`src/rtl/xif_cpx_queue.sv`:
```
// CUSTOM-0 R-type XIF coprocessor: computes at issue, holds DEPTH speculative results, returns committed ones in order.
// Optional XIF_CPX_STATS_EN adds saturating accepted/killed counters.
module xif_cpx_queue #(
  parameter int         X_ID_WIDTH = 4,
  parameter int         X_NUM_RS   = 2,
  parameter int         XLEN       = 32,
  parameter int         DEPTH      = 4,
  parameter logic [6:0] OPCODE     = 7'b0001011
) (
  input  logic                     clk_i,
  input  logic                     rst_ni,
  input  logic                     issue_valid,
  output logic                     issue_ready,
  input  logic [31:0]              issue_req_instr,
  input  logic [X_ID_WIDTH-1:0]    issue_req_id,
  input  logic [X_NUM_RS*XLEN-1:0] issue_req_rs,
  input  logic [X_NUM_RS-1:0]      issue_req_rs_valid,
  output logic                     issue_resp_accept,
  output logic                     issue_resp_writeback,
  input  logic                     commit_valid,
  input  logic [X_ID_WIDTH-1:0]    commit_id,
  input  logic                     commit_kill,
  output logic                     result_valid,
  input  logic                     result_ready,
  output logic [X_ID_WIDTH-1:0]    result_id,
  output logic [XLEN-1:0]          result_data,
  output logic [4:0]               result_rd,
  output logic                     result_we,
`ifdef XIF_CPX_STATS_EN
  output logic [15:0]              stat_accepted_o,
  output logic [15:0]              stat_killed_o,
`endif
  output logic                     busy_o
);
  localparam int AW = $clog2(DEPTH);

  logic [AW:0]           wr_ptr_q, wr_ptr_d, rd_ptr_q, rd_ptr_d, count;
  logic [AW-1:0]         wr_idx, head_idx, head_d;
  logic [X_ID_WIDTH-1:0] id_mem   [DEPTH];
  logic [4:0]            rd_mem   [DEPTH];
  logic [XLEN-1:0]       data_mem [DEPTH];
  logic [DEPTH-1:0]      cmt_q, cmt_d, kill_q, kill_d, slot_vld;
  logic                  ours, full, empty, enq, drop, pop, new_head, id_hit;
  logic [XLEN-1:0]       rs1, rs2, alu_res;
  logic                  res_vld_q, res_vld_d, res_we_q, res_we_d;
  logic [X_ID_WIDTH-1:0] res_id_q, res_id_d;
  logic [XLEN-1:0]       res_data_q, res_data_d;
  logic [4:0]            res_rd_q, res_rd_d;
  logic                  unused_ok;

  function automatic logic [XLEN-1:0] popcnt(input logic [XLEN-1:0] a);
    logic [XLEN-1:0] n;
    n = '0;
    for (int i = 0; i < XLEN; i++) n = n + XLEN'(a[i]);
    return n;
  endfunction

  function automatic logic [XLEN-1:0] alu(input logic [2:0] f3, input logic [XLEN-1:0] a,
                                          input logic [XLEN-1:0] b);
    logic signed [XLEN-1:0] sa, sb;
    sa = a;
    sb = b;
    case (f3)
      3'b000:  return a + b;
      3'b001:  return a - b;
      3'b010:  return a ^ b;
      3'b011:  return a & b;
      3'b100:  return a | b;
      3'b101:  return (sa < sb) ? a : b;
      3'b110:  return (a > b) ? a : b;
      default: return popcnt(a);
    endcase
  endfunction

  assign rs1       = issue_req_rs[XLEN-1:0];
  assign rs2       = issue_req_rs[2*XLEN-1:XLEN];
  assign alu_res   = alu(issue_req_instr[14:12], rs1, rs2);
  assign unused_ok = ^{issue_req_instr[24:15], issue_req_rs, issue_req_rs_valid};

  assign ours                 = (issue_req_instr[6:0] == OPCODE) && (issue_req_instr[31:25] == 7'd0);
  assign full                 = (wr_ptr_q[AW] != rd_ptr_q[AW]) && (wr_ptr_q[AW-1:0] == rd_ptr_q[AW-1:0]);
  assign empty                = (wr_ptr_q == rd_ptr_q);
  assign issue_ready          = !ours || ((issue_req_rs_valid[1:0] == 2'b11) && !full);
  assign issue_resp_accept    = ours;
  assign issue_resp_writeback = ours;
  assign enq                  = issue_valid && issue_ready && ours;
  assign count                = wr_ptr_q - rd_ptr_q;
  assign wr_idx               = wr_ptr_q[AW-1:0];
  assign head_idx             = rd_ptr_q[AW-1:0];
  assign drop                 = !empty && kill_q[head_idx];
  assign pop                  = res_vld_q && result_ready;
  assign busy_o               = !empty;
  assign id_hit               = commit_valid && (commit_id == issue_req_id);

  always_comb begin
    for (int i = 0; i < DEPTH; i++) slot_vld[i] = ({1'b0, AW'(i) - head_idx} < count);
  end

  // Next queue state: commits to live entries, enqueue (a same-cycle commit lands on the new entry), head retire
  always_comb begin
    cmt_d    = cmt_q;
    kill_d   = kill_q;
    wr_ptr_d = wr_ptr_q;
    rd_ptr_d = rd_ptr_q;
    if (commit_valid) begin
      for (int i = 0; i < DEPTH; i++) begin
        if (slot_vld[i] && !cmt_q[i] && !kill_q[i] && (id_mem[i] == commit_id)) begin
          if (commit_kill) kill_d[i] = 1'b1;
          else             cmt_d[i]  = 1'b1;
        end
      end
    end
    if (enq) begin
      cmt_d[wr_idx]  = id_hit && !commit_kill;
      kill_d[wr_idx] = id_hit && commit_kill;
      wr_ptr_d       = wr_ptr_q + 1'b1;
    end
    if (drop || pop) rd_ptr_d = rd_ptr_q + 1'b1;
  end

  // The next head can be the entry being written this cycle, so bypass the storage for it
  always_comb begin
    head_d     = rd_ptr_d[AW-1:0];
    new_head   = enq && (head_d == wr_idx);
    res_vld_d  = (wr_ptr_d != rd_ptr_d) && cmt_d[head_d] && !kill_d[head_d];
    res_id_d   = '0;
    res_data_d = '0;
    res_rd_d   = '0;
    res_we_d   = 1'b0;
    if (res_vld_d) begin
      res_id_d   = new_head ? issue_req_id : id_mem[head_d];
      res_data_d = new_head ? alu_res : data_mem[head_d];
      res_rd_d   = new_head ? issue_req_instr[11:7] : rd_mem[head_d];
      res_we_d   = (res_rd_d != 5'd0);
    end
  end

  always_ff @(posedge clk_i or negedge rst_ni) begin
    if (!rst_ni) begin
      wr_ptr_q   <= '0;
      rd_ptr_q   <= '0;
      cmt_q      <= '0;
      kill_q     <= '0;
      res_vld_q  <= 1'b0;
      res_id_q   <= '0;
      res_data_q <= '0;
      res_rd_q   <= '0;
      res_we_q   <= 1'b0;
    end else begin
      wr_ptr_q   <= wr_ptr_d;
      rd_ptr_q   <= rd_ptr_d;
      cmt_q      <= cmt_d;
      kill_q     <= kill_d;
      res_vld_q  <= res_vld_d;
      res_id_q   <= res_id_d;
      res_data_q <= res_data_d;
      res_rd_q   <= res_rd_d;
      res_we_q   <= res_we_d;
    end
  end

  always_ff @(posedge clk_i) begin
    if (enq) begin
      id_mem[wr_idx]   <= issue_req_id;
      rd_mem[wr_idx]   <= issue_req_instr[11:7];
      data_mem[wr_idx] <= alu_res;
    end
  end

  assign result_valid = res_vld_q;
  assign result_id    = res_id_q;
  assign result_data  = res_data_q;
  assign result_rd    = res_rd_q;
  assign result_we    = res_we_q;

`ifdef XIF_CPX_STATS_EN
  logic [15:0] stat_acc_q, stat_kill_q;

  always_ff @(posedge clk_i or negedge rst_ni) begin
    if (!rst_ni) begin
      stat_acc_q  <= '0;
      stat_kill_q <= '0;
    end else begin
      if (enq && (stat_acc_q != 16'hFFFF))   stat_acc_q  <= stat_acc_q + 16'd1;
      if (drop && (stat_kill_q != 16'hFFFF)) stat_kill_q <= stat_kill_q + 16'd1;
    end
  end

  assign stat_accepted_o = stat_acc_q;
  assign stat_killed_o   = stat_kill_q;
`endif
endmodule

```
`config.mk`:
```
export PLATFORM = sky130hd
export DESIGN_NAME = xif_cpx_queue
export DESIGN_NICKNAME = d
export VERILOG_FILES = /design/src/rtl/xif_cpx_queue.sv
export SDC_FILE = /design/constraint.sdc
export NUM_CORES = 1
export LEC_CHECK = 0
export BUFFER_PORTS_ARGS = -buffer_cell sky130_fd_sc_hd__buf_4
export CORE_UTILIZATION = 61
export CTS_CLUSTER_DIAMETER = 30
export CTS_CLUSTER_SIZE = 8
export DETAILED_ROUTE_END_ITERATION = 10
export GPL_TIMING_DRIVEN = 1
export HOLD_SLACK_MARGIN = 0.03
export PLACE_DENSITY = 0.89
export SLEW_MARGIN = 10
export SYNTH_ARGS = -nofsm -noshare
export SYNTH_HDL_FRONTEND = slang
export SYNTH_SLANG_ARGS = --single-unit
```
`constraint.sdc`:
```
create_clock -name clk_i -period 6.67 [get_ports clk_i]
set_input_delay 0 -clock clk_i [delete_from_list [all_inputs] [get_ports clk_i]]
set_output_delay 0 -clock clk_i [all_outputs]
set_load 0.01 [all_outputs]
```
## Word level (Yosys, flattened, before mapping)

Memories as Yosys holds them, arrays and structs flattened.
Cells that the tools add are included.

- Input port bits: 112
- Bits in registers: 57
- Output and inout bits: 47
- Memory bits (writable): 164
- Memories: 3
- Logic and storage cells: 171

Memory list:

| name | words | bits a word | read ports | clocked after memory_dff | write ports | RTL line | source |
|---|---|---|---|---|---|---|---|
| data_mem | 4 | 32 | 1 | 0 | 1 | 41 | `logic [XLEN-1:0] data_mem [DEPTH];` |
| rd_mem | 4 | 5 | 1 | 0 | 1 | 40 | `logic [4:0] rd_mem [DEPTH];` |
| id_mem | 4 | 4 | 5 | 0 | 1 | 39 | `logic [X_ID_WIDTH-1:0] id_mem [DEPTH];` |

- Reduce and logical (&&, ||, !) cells: 44
- Muxes and demuxes: 44
- Bitwise logic cells: 3
- Add/subtract/negate cells: 40
- Order comparisons: 10
- Eq/ne operators: 18

Operator list:

| operator | number |
|---|---|
| $pmux 32 s7 | 1 |
| $mux 32 | 4 |
| $add 31x1->32 | 1 |
| $add 32x32->32 | 1 |
| $and 32x32->32 | 1 |
| $gt 32x32->1 | 1 |
| $lt 32x32->1 | 1 |
| $or 32x32->32 | 1 |
| $sub 32x32->32 | 1 |
| $xor 32x32->32 | 1 |
| $add 30x1->31 | 1 |
| $add 29x1->30 | 1 |
| $add 28x1->29 | 1 |
| $add 27x1->28 | 1 |
| $add 26x1->27 | 1 |
| $add 25x1->26 | 1 |
| $logic_and 1x1->1 | 26 |
| $add 24x1->25 | 1 |
| $add 23x1->24 | 1 |
| $mux 4 | 6 |
| $add 22x1->23 | 1 |
| $mux 1 | 23 |
| $add 21x1->22 | 1 |
| $add 20x1->21 | 1 |
| other kinds (46) | 80 |

## Logic depth before layout (Yosys ltp)

Gate-level depths: netlist of run 1.

- Word-level depth: 34
- Depth in mapped cells: 18
- Gate-level depth less buffers: 18

## Worst setup path after synthesis of run 1

OpenSTA, ideal clock, no wires.

- Path type: input -> register
- Start point: input issue_req_rs[0]
- End point: register res_data_q[4] (netlist: result_data[4])
- Required time: 6.592 ns
- Library setup time: 0.078 ns
- Stages: 18
- Slack: 2.232 ns
- Data arrival time: 4.360 ns
- Path buffers: 0
- Cells stage by stage: inv_1 -> fa_1 -> fa_1 -> fa_1 -> fa_1 -> fa_1 -> fa_1 -> inv_1 -> ha_1 -> inv_1 -> fa_1 -> inv_1 -> a21o_1 -> a21oi_1 -> xnor2_1 -> nor2_1 -> a31oi_1 -> o2bb2ai_1

- Word-level cells in the longest chain between the ends: 34
- Elaborated cells on any way between the ends: 40
- Classes of those cells: add/sub: 33; order compare: 2; mux: 5

Ends and longest elaborated chain:

| element | RTL line | source |
|---|---|---|
| from (decl) | 16 | `input logic [X_NUM_RS*XLEN-1:0] issue_req_rs,` |
| $add 1x1->2 | 54 | `for (int i = 0; i < XLEN; i++) n = n + XLEN'(a[i]);` |
| $add 2x1->3 | 54 |  |
| $add 3x1->4 | 54 |  |
| $add 4x1->5 | 54 |  |
| $add 5x1->6 | 54 |  |
| $add 6x1->7 | 54 |  |
| $add 7x1->8 | 54 |  |
| $add 8x1->9 | 54 |  |
| [20 not listed] | -- |  |
| $add 29x1->30 | 54 |  |
| $add 30x1->31 | 54 |  |
| $add 31x1->32 | 54 |  |
| $pmux 32 s7 (*) | 63 | `case (f3)` |
| via alu_res[4] | 44 | `logic [XLEN-1:0] rs1, rs2, alu_res;` |
| $mux 32 (*) | 132 | `res_data_d = new_head ? alu_res : data_mem[head_d];` |
| $mux 32 (*) | 130 | `if (res_vld_d) begin` |
| via res_data_d[4] | 47 | `logic [XLEN-1:0] res_data_q, res_data_d;` |
| to (signal assigned) | 156 | `res_data_q <= res_data_d;` |
| to (decl) | 47 |  |

The timed path passes the listed nets; every way through them passes the cells marked *.

## Worst setup path after layout of run 1

- Start point: input issue_req_rs[27]
- End point: register res_data_q[5] (netlist: result_data[5])

- Word-level cells in the longest chain between the ends: 8
- Elaborated cells on any way between the ends: 12
- Classes of those cells: add/sub: 5; order compare: 2; mux: 5

Ends and longest elaborated chain:

| element | RTL line |
|---|---|
| $add 27x1->28 | 54 |
| $add 28x1->29 | 54 |
| $add 29x1->30 | 54 |
| $add 30x1->31 | 54 |
| $add 31x1->32 | 54 |
| $pmux 32 s7 (*) | 63 |
| via alu_res[5] | 44 |
| $mux 32 (*) | 132 |
| $mux 32 (*) | 130 |
| via res_data_d[5] | 47 |

Marked as above.

==> out/qor.txt, run 1 <==
outcome -> finished clean
area grow syn2layout -> 15.7%
final WL -> 54,200 µm
clk slew on worst S/H paths -> 0.05 ns
Reg2Reg Depth -> 17
reg2reg end -> result_data[13]
Seq pwr share -> 23.4%
Yosys reg bits -> 221
IR drop worst, VDD -> 1.23 mV
required time of the critical path -> 7.05 ns
initial core utilization -> 62.1%
Final Skew -> 0.0151 ns
WL/cell -> 23.9 µm
final-report setup violation count -> 0
kind of critical path -> primary input to flip-flop
clock sinks -> 221
Slew Limit Headroom -> 20.6%
1st-pass router iterations -> 7
final worst-path cycle share -> 77.6%
total CTS buffers -> 35
syn_area_per_cell -> 9.02 µm²
DPL Wire Length -> 36,100 µm
number of synthesized flops with an enable pin -> 164
Worst-Skew Late Latency -> 0.49 ns
Hold Fails Final Rpt -> 0
Die Wd -> 165 µm
Fmax -> 0.193 GHz
initial antenna violation count -> 0
layout cells sized above 1 -> 13.0%
PortBufs -> 148
post_cts resized -> 0
Setup Buffers After CTS -> 0
Ant. Diodes -> 0
sequential area share after synthesis -> 39.3%
H-Tree Depth -> 2
DRT antenna net count -> 0
Mapped Nets -> 2,046
Synth Instances -> 1,792
Cell variety after synth -> 79
Psw -> 3.21 mW
Die ar. -> 27,200 µm²
Congestion Overflow GR -> 0
Worst Tran Pin Value -> 1.16 ns
GPL Wtd Cong -> 0.982
Hold-fix buffers, CTS -> 18
P_leak -> 8.05 nW
Total GRT Usage -> 40.0%
final net count -> 2,166
minimum clock period -> 5.18 ns
Slew Viols, Final -> 0
IO Count -> 159
clock root buffer -> clkbuf_16
Mapped Area -> 16,200 µm²
CTS max path bufs -> 3
post-synth top area cell -> edfxtp_1
CTS tree -> done
global-route wire length before repair -> 82,500 µm
Async S/R FF share, synth -> 25.8%
hold slack -> 0.0414 ns
Switching Fraction -> 44.4%
setup_tns -> 0 ns
largest net degree at the start of global routing -> 83
Site Rows -> 59
drt drc -> 0
R2R Path Start -> rd_ptr_q[0]
Pint -> 4.02 mW
top cell type's share of synthesized area -> 30.5%
top cells by area, synth -> edfxtp_1, ha_1, dfrtp_1
max cap viols -> 0
critical path capture point type -> flip-flop
CP endpoint -> result_data[5]
Core Region -> 26,100 µm²
Clock power frac -> 23.1%
worst-path maximum fanout -> 5
Worst R2R Setup Slack -> 1.56 ns
Hold Startpoint -> issue_req_rs[24]
CP arrival -> 5.56 ns
crit path from -> issue_req_rs[27]
PwrDens -> 386 nW/µm²
combinational share of power -> 53.5%
Hold Crit Class -> primary input to flip-flop
via count -> 15,400
synth warn -> 0
die height -> 165 µm
post-DR vias/cell -> 6.80
kind of start point of the critical path -> primary input
Post-synth top flop -> edfxtp_1
vias in the first global route -> 15,100
RSZ-0062 raised after global routing -> no
DR iter-0 viols -> 2,035
==> cell type report <==
| class | count | area (µm²) |
|---|---|---|
| multi-input cells | 1328 | 8900 |
| repair buffers | 190 | 1470 |
| flip-flops and latches | 221 | 6350 |
| fillers | 1774 | 7340 |
| well taps | 335 | 419 |
| clock inverters | 3 | 40.0 |
| inverters | 136 | 510 |
| clock buffers | 57 | 1020 |
==> metrics by stage <==
stage	instances	power [mW]	instance area (µm²)	util, %	setup WS [ns]
6_report	2270	7.22	18700	71.8	1.49
5_1_grt	2270	7.61	18700	71.8	1.37
4_1_cts	2270	7.13	18700	71.8	1.62
3_5_place_dp	2192	5.37	17500	67.1	1.56
3_3_place_gp	2192	5.19	17500	67.1	1.75
2_1_floorplan	1792	4.38	16200	-	2.23
==> worst max-delay path: stages <==
cell	delay, ns
dlygate4sd3_1	0.53
buf_4	0.15
inv_1	0.10
fa_1	0.48
fa_1	0.38
inv_1	0.08
fa_1	0.43
fa_1	0.50
fa_1	0.57
inv_1	0.06
fa_1	0.59
inv_1	0.07
ha_1	0.28
a21o_1	0.12
a21oi_1	0.10
o21bai_1	0.17
a21oi_1	0.10
a41oi_1	0.50
nand2_1	0.12
a21oi_1	0.24
==> how the worst min path moves through the flow <==
stage,to,slack [ns],cells after the start
after floorplan,cmt_q[0],-0.30,0
after global placement,result_id[0],0.11,1
after detailed placement,result_id[0],0.12,1
after CTS,data_mem[2][22],0.04,3
after global routing,data_mem[2][22],0.07,3
final,data_mem[0][24],0.04,3
==> Yosys cell counts (16+ instances only) <==
| cell | instances |
|---|---|
| mux2i_1 | 49 |
| a221oi_1 | 16 |
| edfxtp_1 | 164 |
| clkbuf_1 | 73 |
| nor3_1 | 24 |
| inv_1 | 134 |
| a31oi_1 | 17 |
| ha_1 | 115 |
| o22ai_1 | 18 |
| nor2_1 | 128 |
| xnor2_1 | 34 |
| nand3_1 | 145 |
| o31ai_1 | 19 |
| o21ai_0 | 58 |
| xor2_1 | 16 |
| buf_2 | 17 |
| o2bb2ai_1 | 18 |
| o221ai_1 | 19 |
| a21oi_1 | 133 |
| dfrtp_1 | 57 |
| fa_1 | 27 |
| nand2_1 | 248 |
==> power groups by stage <==
stage	clock network (mW)	logic, mW	registers, mW
2_1_floorplan	0	2.68	1.70
3_3_place_gp	0	3.49	1.70
3_5_place_dp	0	3.66	1.71
4_1_cts	1.66	3.78	1.68
5_1_grt	1.72	4.19	1.69
6_report	1.67	3.87	1.69
==> registers in the layout (all words and copies together), names as in the netlist <==
register / flops
id_mem: 16
result_id: 4
result_valid: 1
result_data: 32
cmt_q: 4
data_mem: 128
result_we: 1
kill_q: 4
rd_mem: 20
rd_ptr_q: 3
wr_ptr_q: 3
result_rd: 5
==> per-layer routing <==
layer / up-vias / wire, µm / track usage (%)
li1: 6705 / - / -
met1: 7314 / 19500 / 50.1
met2: 1174 / 25100 / 65.3
met3: 236 / 6600 / 7.86
met4: 0 / 2990 / 21.6
met5: - / 0 / 0
==> cell families after synthesis <==
family | synth area share (%)
AND/OR/NAND/NOR | 18.2
AO/OA/AOI/OAI | 18.3
buffers and inverters | 5.93
flip-flops | 39.3
adder cells (fa/ha/maj) | 12.2
multiplexers | 3.38
XOR/XNOR | 2.71
==> placed cells by master (no fill, tap or decap), types with 16 or more instances in the layout <==
master | synthesis | final
o31ai_1 | 19 | 19
a21oi_1 | 133 | 133
xnor2_1 | 34 | 33
o22ai_1 | 18 | 18
ha_1 | 115 | 115
o221ai_1 | 19 | 19
nand3_1 | 145 | 145
fa_1 | 27 | 27
clkbuf_1 | 73 | 18
nor2_1 | 128 | 128
edfxtp_1 | 164 | 164
xor2_1 | 16 | 16
nand2_1 | 248 | 248
dlygate4sd3_1 | 0 | 18
a221oi_1 | 16 | 16
buf_4 | 1 | 172
o2bb2ai_1 | 18 | 17
clkbuf_16 | 0 | 37
o21ai_0 | 58 | 58
nor3_1 | 24 | 22
dfrtp_1 | 57 | 57
inv_1 | 134 | 130
a31oi_1 | 17 | 17
mux2i_1 | 49 | 49
Power figures use the tool's default switching activity.
==> run 2, diff against run 1 <==
--- a/config.mk
+++ b/config.mk
@@ -6,13 +6,13 @@
 export NUM_CORES = 1
 export LEC_CHECK = 0
 export BUFFER_PORTS_ARGS = -buffer_cell sky130_fd_sc_hd__buf_4
-export CORE_UTILIZATION = 61
+export CORE_UTILIZATION = 55
 export CTS_CLUSTER_DIAMETER = 30
 export CTS_CLUSTER_SIZE = 8
 export DETAILED_ROUTE_END_ITERATION = 10
 export GPL_TIMING_DRIVEN = 1
 export HOLD_SLACK_MARGIN = 0.03
-export PLACE_DENSITY = 0.89
+export PLACE_DENSITY = 0.85
 export SLEW_MARGIN = 10
 export SYNTH_ARGS = -nofsm -noshare
 export SYNTH_HDL_FRONTEND = slang
==> constraint.sdc (replaced) <==
create_clock -name clk_i -period 4.25 [get_ports clk_i]
set_input_delay 0 -clock clk_i [delete_from_list [all_inputs] [get_ports clk_i]]
set_output_delay 0 -clock clk_i [all_outputs]
set_load 0.01 [all_outputs]
==> out/qor.txt, run 2 (synthesized netlist as in run 1, its figures left out) <==
CTS tree -> done (unchanged)
Psw -> 5.14 mW (was 3.21 mW)
CP delay by family, top -> adder cells (unchanged)
Final Skew -> 0.0237 ns (was 0.0151 ns)
Pint -> 6.56 mW (was 4.02 mW)
worst-path maximum fanout -> 5 (unchanged)
most frequent cells in the layout -> buf_4, nand2_1, edfxtp_1 (was nand2_1, buf_4, edfxtp_1)
outcome -> finished clean (unchanged)
CTS max path bufs -> 3 (unchanged)
commonest non-fill, non-tap cell in the layout -> buf_4 (was nand2_1)
Clock power frac -> 21.5% (was 23.1%)
CP cell instances -> buf_8, inv_4, fa_1, fa_2, fa_2, fa_1, fa_1, fa_1, inv_1, ha_2, inv_2, fa_2, inv_2, a21o_1, a21oi_2, xnor2_1, nor2_1, a31oi_2, o2bb2ai_1 (was dlygate4sd3_1, buf_4, inv_1, fa_1, fa_1, inv_1, fa_1, fa_1, fa_1, inv_1, fa_1, inv_1, ha_1, a21o_1, a21oi_1, o21bai_1, a21oi_1, a41oi_1, nand2_1, a21oi_1)
Switching Fraction -> 43.9% (was 44.4%)
PortBufs -> 148 (unchanged)
initial antenna violation count -> 1 (was 0)
DR iter-0 viols -> 1,709 (was 2,035)
Layout Cells excl Fill -> 2,412 (was 2,270)
layout cells sized above 1 -> 18.4% (was 13.0%)
vias in the first global route -> 15,300 (was 15,100)
crit path from -> issue_req_rs[25] (was issue_req_rs[27])
Slew Limit Headroom -> 36.5% (was 20.6%)
Worst R2R Setup Slack -> 0.21 ns (was 1.56 ns)
minimum clock period -> 4.24 ns
reg2reg end -> result_data[25] (was result_data[13])
DPL Wire Length -> 38,500 µm (was 36,100 µm)
1st-pass router iterations -> 6 (was 7)
required time of the critical path -> 4.66 ns (was 7.05 ns)
critical path capture point type -> flip-flop (unchanged)
CP arrival -> 4.65 ns (was 5.56 ns)
combinational share of power -> 56.0% (was 53.5%)
max cap viols -> 0 (unchanged)
R2R Path Start -> wr_ptr_q[0] (was rd_ptr_q[0])
Die ar. -> 30,100 µm² (was 27,200 µm²)
Reg2Reg Depth -> 17 (unchanged)
IR drop worst, VDD -> 0.513 mV (was 1.23 mV)
Die Wd -> 173 µm (was 165 µm)
WP depth -> 19 (was 20)
clock root buffer -> clkbuf_16 (unchanged)
GPL Wtd Cong -> 1.01 (was 0.982)
Seq pwr share -> 22.5% (was 23.4%)
number of buffers and inverters on the critical path -> 5 (was 6)
Slew Viols, Final -> 0 (unchanged)
most used cell, CP -> fa_1 (unchanged)
hold slack -> 0.0456 ns (was 0.0414 ns)
kind of start point of the critical path -> primary input (unchanged)
final WL -> 54,300 µm (was 54,200 µm)
DRT antenna net count -> 0 (unchanged)
final worst-path cycle share -> 99.8%
WL/cell -> 22.5 µm (was 23.9 µm)
IO Count -> 159 (unchanged)
die height -> 173 µm (was 165 µm)
H-Tree Depth -> 2 (unchanged)
Placed Instances -> 2,327 (was 2,192)
largest net degree at the start of global routing -> 58 (was 83)
CP max stage cell -> fa_1 (unchanged)
Core Region -> 28,800 µm² (was 26,100 µm²)
Worst-Skew Late Latency -> 0.51 ns (was 0.49 ns)
kind of critical path -> primary input to flip-flop (unchanged)
final net count -> 2,257 (was 2,166)
Top reg by flops -> data_mem (unchanged)
P_leak -> 8.47 nW (was 8.05 nW)
max reg flops -> 128 (unchanged)
initial core utilization -> 56.2% (was 62.1%)
Fmax -> 0.236 GHz
Congestion Overflow GR -> 0 (unchanged)
RSZ-0062 raised after global routing -> yes (was no)
total CTS buffers -> 35 (unchanged)
CP endpoint -> result_data[4] (was result_data[5])
CP peak stage delay -> 0.59 ns (about the same)
drt drc -> 0 (unchanged)
clk slew on worst S/H paths -> 0.04 ns (was 0.05 ns)
clock sinks -> 221 (unchanged)
Ant. Diodes -> 0 (unchanged)
Total GRT Usage -> 35.4% (was 40.0%)
post-DR vias/cell -> 6.45 (was 6.80)
global-route wire length before repair -> 83,100 µm (was 82,500 µm)
Hold Crit Class -> primary input to flip-flop (unchanged)
area grow syn2layout -> 20.9% (was 15.7%)
Worst Tran Pin Value -> 0.949 ns (was 1.16 ns)
PwrDens -> 599 nW/µm² (was 386 nW/µm²)
via count -> 15,600 (was 15,400)
final-report setup violation count -> 0 (unchanged)
Site Rows -> 62 (was 59)
Hold Fails Final Rpt -> 0 (unchanged)
-- run 2: cell types whose count changed in the layout (fill, tap and decap cells not counted), moves of 3 or more --
cell / before / now
inv_4: 0 / 8
buf_4: 172 / 254
buf_6: 0 / 5
fa_2: 0 / 6
buf_8: 0 / 3
inv_6: 0 / 3
inv_1: 130 / 113
inv_2: 2 / 10
fa_1: 27 / 21
-- run 2: per-layer routing --
metal	track usage, %	vias up	share of wire [%]
met5	0	-	0
met4	18.5	0	5.2
met3	4.71	204	9.8
met2	58.9	1048	48
met1	45.1	7441	37
li1	-	6875	-
-- run 2: area by class of cell --
| cell class | count | area, µm² |
|---|---|---|
| fill | 2156 | 9230 |
| multi-input combinational | 1328 | 8950 |
| sequential | 221 | 6350 |
| timing repair buffer | 281 | 2210 |
| clock buffer | 54 | 957 |
| inverter | 136 | 531 |
| tap | 384 | 480 |
| clock inverter | 8 | 77.6 |
-- run 2: metrics by stage --
| step | instance area [µm²] | util (%) | setup TNS (ns) | total power [mW] | worst slack, ns |
|---|---|---|---|---|---|
| floorplan | 16200 | - | -0.234 | 6.93 | -0.0633 |
| global placement | 18200 | 63.3 | -6.89 | 8.57 | -0.365 |
| detailed placement | 18200 | 63.3 | -8.98 | 8.83 | -0.461 |
| CTS | 19400 | 67.5 | 0 | 11.5 | 0.00298 |
| global route | 19600 | 67.9 | -0.449 | 12.3 | -0.0858 |
| finish | 19600 | 67.9 | 0 | 11.7 | 0.00724 |
-- run 2: repair_timing --
item / in CTS / in global routing
hold buffers: 18 / 0
setup endpoints to repair: 0 / 35
buffers inserted: 0 / 5
resized for setup: 0 / 42
endpoints found under the hold margin: 121 / 0
-- run 2: worst min-delay path by stage --
stage	from	to	slack (ns)	depth (start not counted)
floorplan	rst_ni	cmt_q[0]	-0.30	0
global route	issue_req_rs[46]	data_mem[2][14]	0.05	3
detailed placement	rst_ni	result_id[0]	0.12	1
CTS	issue_req_rs[35]	result_data[3]	0.03	4
global placement	rst_ni	result_id[0]	0.12	1
finish	issue_req_rs[35]	result_data[3]	0.05	4
-- run 2: power by group through the flow --
| stage | clock [mW] | sequential, mW | combinational [mW] |
|---|---|---|---|
| 4_1_cts | 2.54 | 2.63 | 6.35 |
| 3_3_place_gp | 0 | 2.66 | 5.91 |
| 2_1_floorplan | 0 | 2.67 | 4.26 |
| 3_5_place_dp | 0 | 2.66 | 6.16 |
| 6_report | 2.52 | 2.63 | 6.55 |
| 5_1_grt | 2.63 | 2.64 | 7.06 |
-- run 2: worst reg2reg max path, delay by kind of cell, from the launching register on --
family | cells | cell delay (ns)
AO/OA/AOI/OAI | 3 | 0.78
adder cells (fa/ha/maj) | 3 | 1.00
buffers and inverters | 5 | 0.80
flip-flops | 1 | 0.41
multiplexers | 1 | 0.15
AND/OR/NAND/NOR | 5 | 0.76
==> run 3, diff against run 2 <==
--- a/config.mk
+++ b/config.mk
@@ -5,14 +5,15 @@
 export SDC_FILE = /design/constraint.sdc
 export NUM_CORES = 1
 export LEC_CHECK = 0
+export ABC_AREA = 1
 export BUFFER_PORTS_ARGS = -buffer_cell sky130_fd_sc_hd__buf_4
-export CORE_UTILIZATION = 55
+export CAP_MARGIN = 25
+export CORE_UTILIZATION = 56
 export CTS_CLUSTER_DIAMETER = 30
-export CTS_CLUSTER_SIZE = 8
 export DETAILED_ROUTE_END_ITERATION = 10
 export GPL_TIMING_DRIVEN = 1
 export HOLD_SLACK_MARGIN = 0.03
-export PLACE_DENSITY = 0.85
+export PLACE_DENSITY = 0.86
 export SLEW_MARGIN = 10
 export SYNTH_ARGS = -nofsm -noshare
 export SYNTH_HDL_FRONTEND = slang
==> out/qor.txt, run 3 <==
outcome -> finished clean (unchanged)
layout cells sized above 1 -> 12.8% (was 18.4%)
Hold Crit Class -> primary input to flip-flop (unchanged)
Synth Area in Adders -> 11.1% (was 12.2%)
P_leak -> 10.1 nW (was 8.47 nW)
Final Skew -> 0.0220 ns (was 0.0237 ns)
Post-synth top flop -> edfxtp_1 (unchanged)
clk slew on worst S/H paths -> 0.06 ns (was 0.04 ns)
global-route wire length before repair -> 102,000 µm (was 83,100 µm)
most instantiated cells after synthesis -> nand2_1, inv_1, nand3_1 (was nand2_1, edfxtp_1, nand3_1)
H-Tree Depth -> 1 (was 2)
mux contribution to synthesized area -> 0% (was 3.38%)
GPL Wtd Cong -> 1.09 (was 1.01)
clock root buffer -> clkbuf_16 (unchanged)
via count -> 18,800 (was 15,600)
worst-path maximum fanout -> 4 (was 5)
top-count cell post-synth -> nand2_1 (unchanged)
required time of the critical path -> 4.52 ns (was 4.66 ns)
largest net degree at the start of global routing -> 58 (unchanged)
IO Count -> 159 (unchanged)
Slew Limit Headroom -> 43.2% (was 36.5%)
Mapped Nets -> 2,759 (was 2,046)
Site Rows -> 65 (was 62)
Async S/R FF share, synth -> 25.8% (unchanged)
DR iter-0 viols -> 2,386 (was 1,709)
Multi-input gate area -> 9760 µm² (was 8950 µm²)
Total GRT Usage -> 40.7% (was 35.4%)
Design Area, Final -> 20,800 µm² (was 19,600 µm²)
total CTS buffers -> 27 (was 35)
post-synth top area cell -> edfxtp_1 (unchanged)
Worst-Skew Late Latency -> 0.53 ns (was 0.51 ns)
Mapped Area -> 17,900 µm² (was 16,200 µm²)
PortBufs -> 148 (unchanged)
kind of critical path -> primary input to flip-flop (unchanged)
initial core utilization -> 56.8% (was 56.2%)
register area -> 6350 µm² (unchanged)
PwrDens -> 582 nW/µm² (was 599 nW/µm²)
Seq pwr share -> 22.3% (was 22.5%)
Hold Fails Final Rpt -> 0 (unchanged)
Die ar. -> 32,600 µm² (was 30,100 µm²)
synth warn -> 0 (unchanged)
initial antenna violation count -> 2 (was 1)
filler cell count -> 2,663 (was 2,156)
IR drop worst, VDD -> 0.577 mV (was 0.513 mV)
Placement Setup Slack -> -0.562 ns (was -0.461 ns)
number of synthesized flops with an enable pin -> 164 (unchanged)
most frequent cells in the layout -> nand2_1, inv_1, nand3_1 (was buf_4, nand2_1, edfxtp_1)
top cell type's share of synthesized area -> 27.6% (was 30.5%)
Psw -> 5.90 mW (was 5.14 mW)
Top reg by flops -> data_mem (unchanged)
Die Wd -> 181 µm (was 173 µm)
xor-xnor portion of the synthesized cell area -> 0.441% (was 2.71%)
critical path capture point type -> flip-flop (unchanged)
1st-pass router iterations -> 8 (was 6)
max cap viols -> 0 (unchanged)
clock sinks -> 221 (unchanged)
Yosys reg bits -> 221 (unchanged)
CTS max path bufs -> 3 (unchanged)
final worst-path cycle share -> 97.3% (was 99.8%)
post-DR vias/cell -> 6.06 (was 6.45)
largest family of logic cells by synthesized area -> simple AND/OR/NAND/NOR gates (was compound AO/OA/AOI/OAI gates)
area grow syn2layout -> 16.3% (was 20.9%)
Fmax -> 0.242 GHz (was 0.236 GHz)
Final WS setup -> 0.115 ns (was 0.00724 ns)
final-report setup violation count -> 0 (unchanged)
Switching Fraction -> 48.8% (was 43.9%)
Slew Viols, Final -> 0 (unchanged)
Clock power frac -> 18.5% (was 21.5%)
syn_area_per_cell -> 7.13 µm² (was 9.02 µm²)
vias in the first global route -> 18,100 (was 15,300)
kind of start point of the critical path -> primary input (unchanged)
Worst Tran Pin Value -> 0.850 ns (was 0.949 ns)
top cells by area, synth -> edfxtp_1, nand2_1, nand3_1 (was edfxtp_1, ha_1, dfrtp_1)
DRT antenna net count -> 0 (unchanged)
drt drc -> 0 (unchanged)
minimum clock period -> 4.13 ns (was 4.24 ns)
Cell variety after synth -> 53 (was 79)
max reg flops -> 128 (unchanged)
final WL -> 67,000 µm (was 54,300 µm)
Synth Area in Compound Gates -> 9.21% (was 18.3%)
Core Region -> 31,500 µm² (was 28,800 µm²)
dpl cell area -> 19,700 µm² (was 18,200 µm²)
post-synthesis simple-gate area fraction -> 33.6% (was 18.2%)
CP arrival -> 4.41 ns (was 4.65 ns)
DPL Wire Length -> 50,400 µm (was 38,500 µm)
final net count -> 2,937 (was 2,257)
Pint -> 6.19 mW (was 6.56 mW)
Congestion Overflow GR -> 0 (unchanged)
sequential area share after synthesis -> 35.5% (was 39.3%)
combinational share of power -> 59.2% (was 56.0%)
commonest non-fill, non-tap cell in the layout -> nand2_1 (was buf_4)
Synth Instances -> 2,505 (was 1,792)
CTS tree -> done (unchanged)
die height -> 181 µm (was 173 µm)
WL/cell -> 21.6 µm (was 22.5 µm)
## run 3: path summary, 6_finish.rpt
kind | start | end | slack, ns | cells past startpoint
setup / recovery | issue_req_rs[0] | data_mem[1][4] | 0.12 | 20
hold / removal | issue_req_rs[9] | data_mem[1][9] | 0.05 | 4
setup reg to reg | wr_ptr_q[0] | result_rd[1] | 0.44 | 17
hold reg to reg | cmt_q[0] | cmt_q[0] | 0.62 | 4
max in group asynchronous | rst_ni | result_rd[4] | 3.62 | 2
min in group asynchronous | rst_ni | result_data[10] | 0.11 | 2
## run 3: logic make-up after synthesis
group	after synthesis
AO/OA/AOI/OAI	290
XOR/XNOR	9
adder cells (fa/ha/maj)	142
buffers and inverters	447
flip-flops	221
AND/OR/NAND/NOR	1396
## run 3: layout make-up
cell class              count  share of cell area (%)
flip-flops and latches    221                    30.6
well taps                 402                    2.42
clock inverters            22                    1.11
multi-input cells        1837                    47.0
clock buffers              28                    3.27
inverters                 349                    6.32
diodes                      2                  0.0241
repair buffers            247                    9.32
## run 3: power by group through the flow
stage               combinational, mW  sequential, mW  clock (mW)
global placement                 6.54            2.74           0
global route                     7.82            2.71        2.31
finish                           7.15            2.70        2.23
floorplan                        4.66            2.77           0
detailed placement               6.77            2.74           0
CTS                              6.95            2.70        2.23
## run 3: layer usage
layer	GRT usage [%]	share of wire, %	vias up
met1	50.8	37	8748
met3	6.45	11	249
met4	23.4	6.3	0
met5	0	0	-
met2	67.1	46	1305
li1	-	-	8547
## run 3: repair_timing
action | CTS | global route
hold buffers | 18 | 0
pin swaps | 0 | 7
buffers inserted | 0 | 1
endpoints found under the setup margin | 4 | 9
cloned | 0 | 0
hold endpoints to repair | 124 | 0
resized for setup | 1 | 2
## run 3: critical path: stages
cell     delay, ns
buf_4         0.09
inv_1         0.06
fa_1          0.59
fa_1          0.49
fa_1          0.51
fa_1          0.51
fa_1          0.52
fa_1          0.40
inv_1         0.07
ha_2          0.18
inv_2         0.04
fa_2          0.33
inv_1         0.07
nand2_2       0.05
nand2_1       0.07
a21oi_2       0.06
xor2_1        0.14
nand2_1       0.08
nand2_2       0.09
inv_2         0.05
## run 3: metrics by stage
stage	total power, mW	utilization [%]	std cells	hold WS, ns	TNS [ns]
after detailed placement	9.52	62.5	3037	0.130	-9.73
after floorplan	7.43	-	2505	-0.296	-0.0825
final	12.1	66.0	3108	0.0501	0
after global placement	9.28	62.5	3037	0.123	-7.37
after CTS	11.9	66.0	3105	0.0357	0
after global routing	12.8	66.0	3108	0.0787	-0.00489
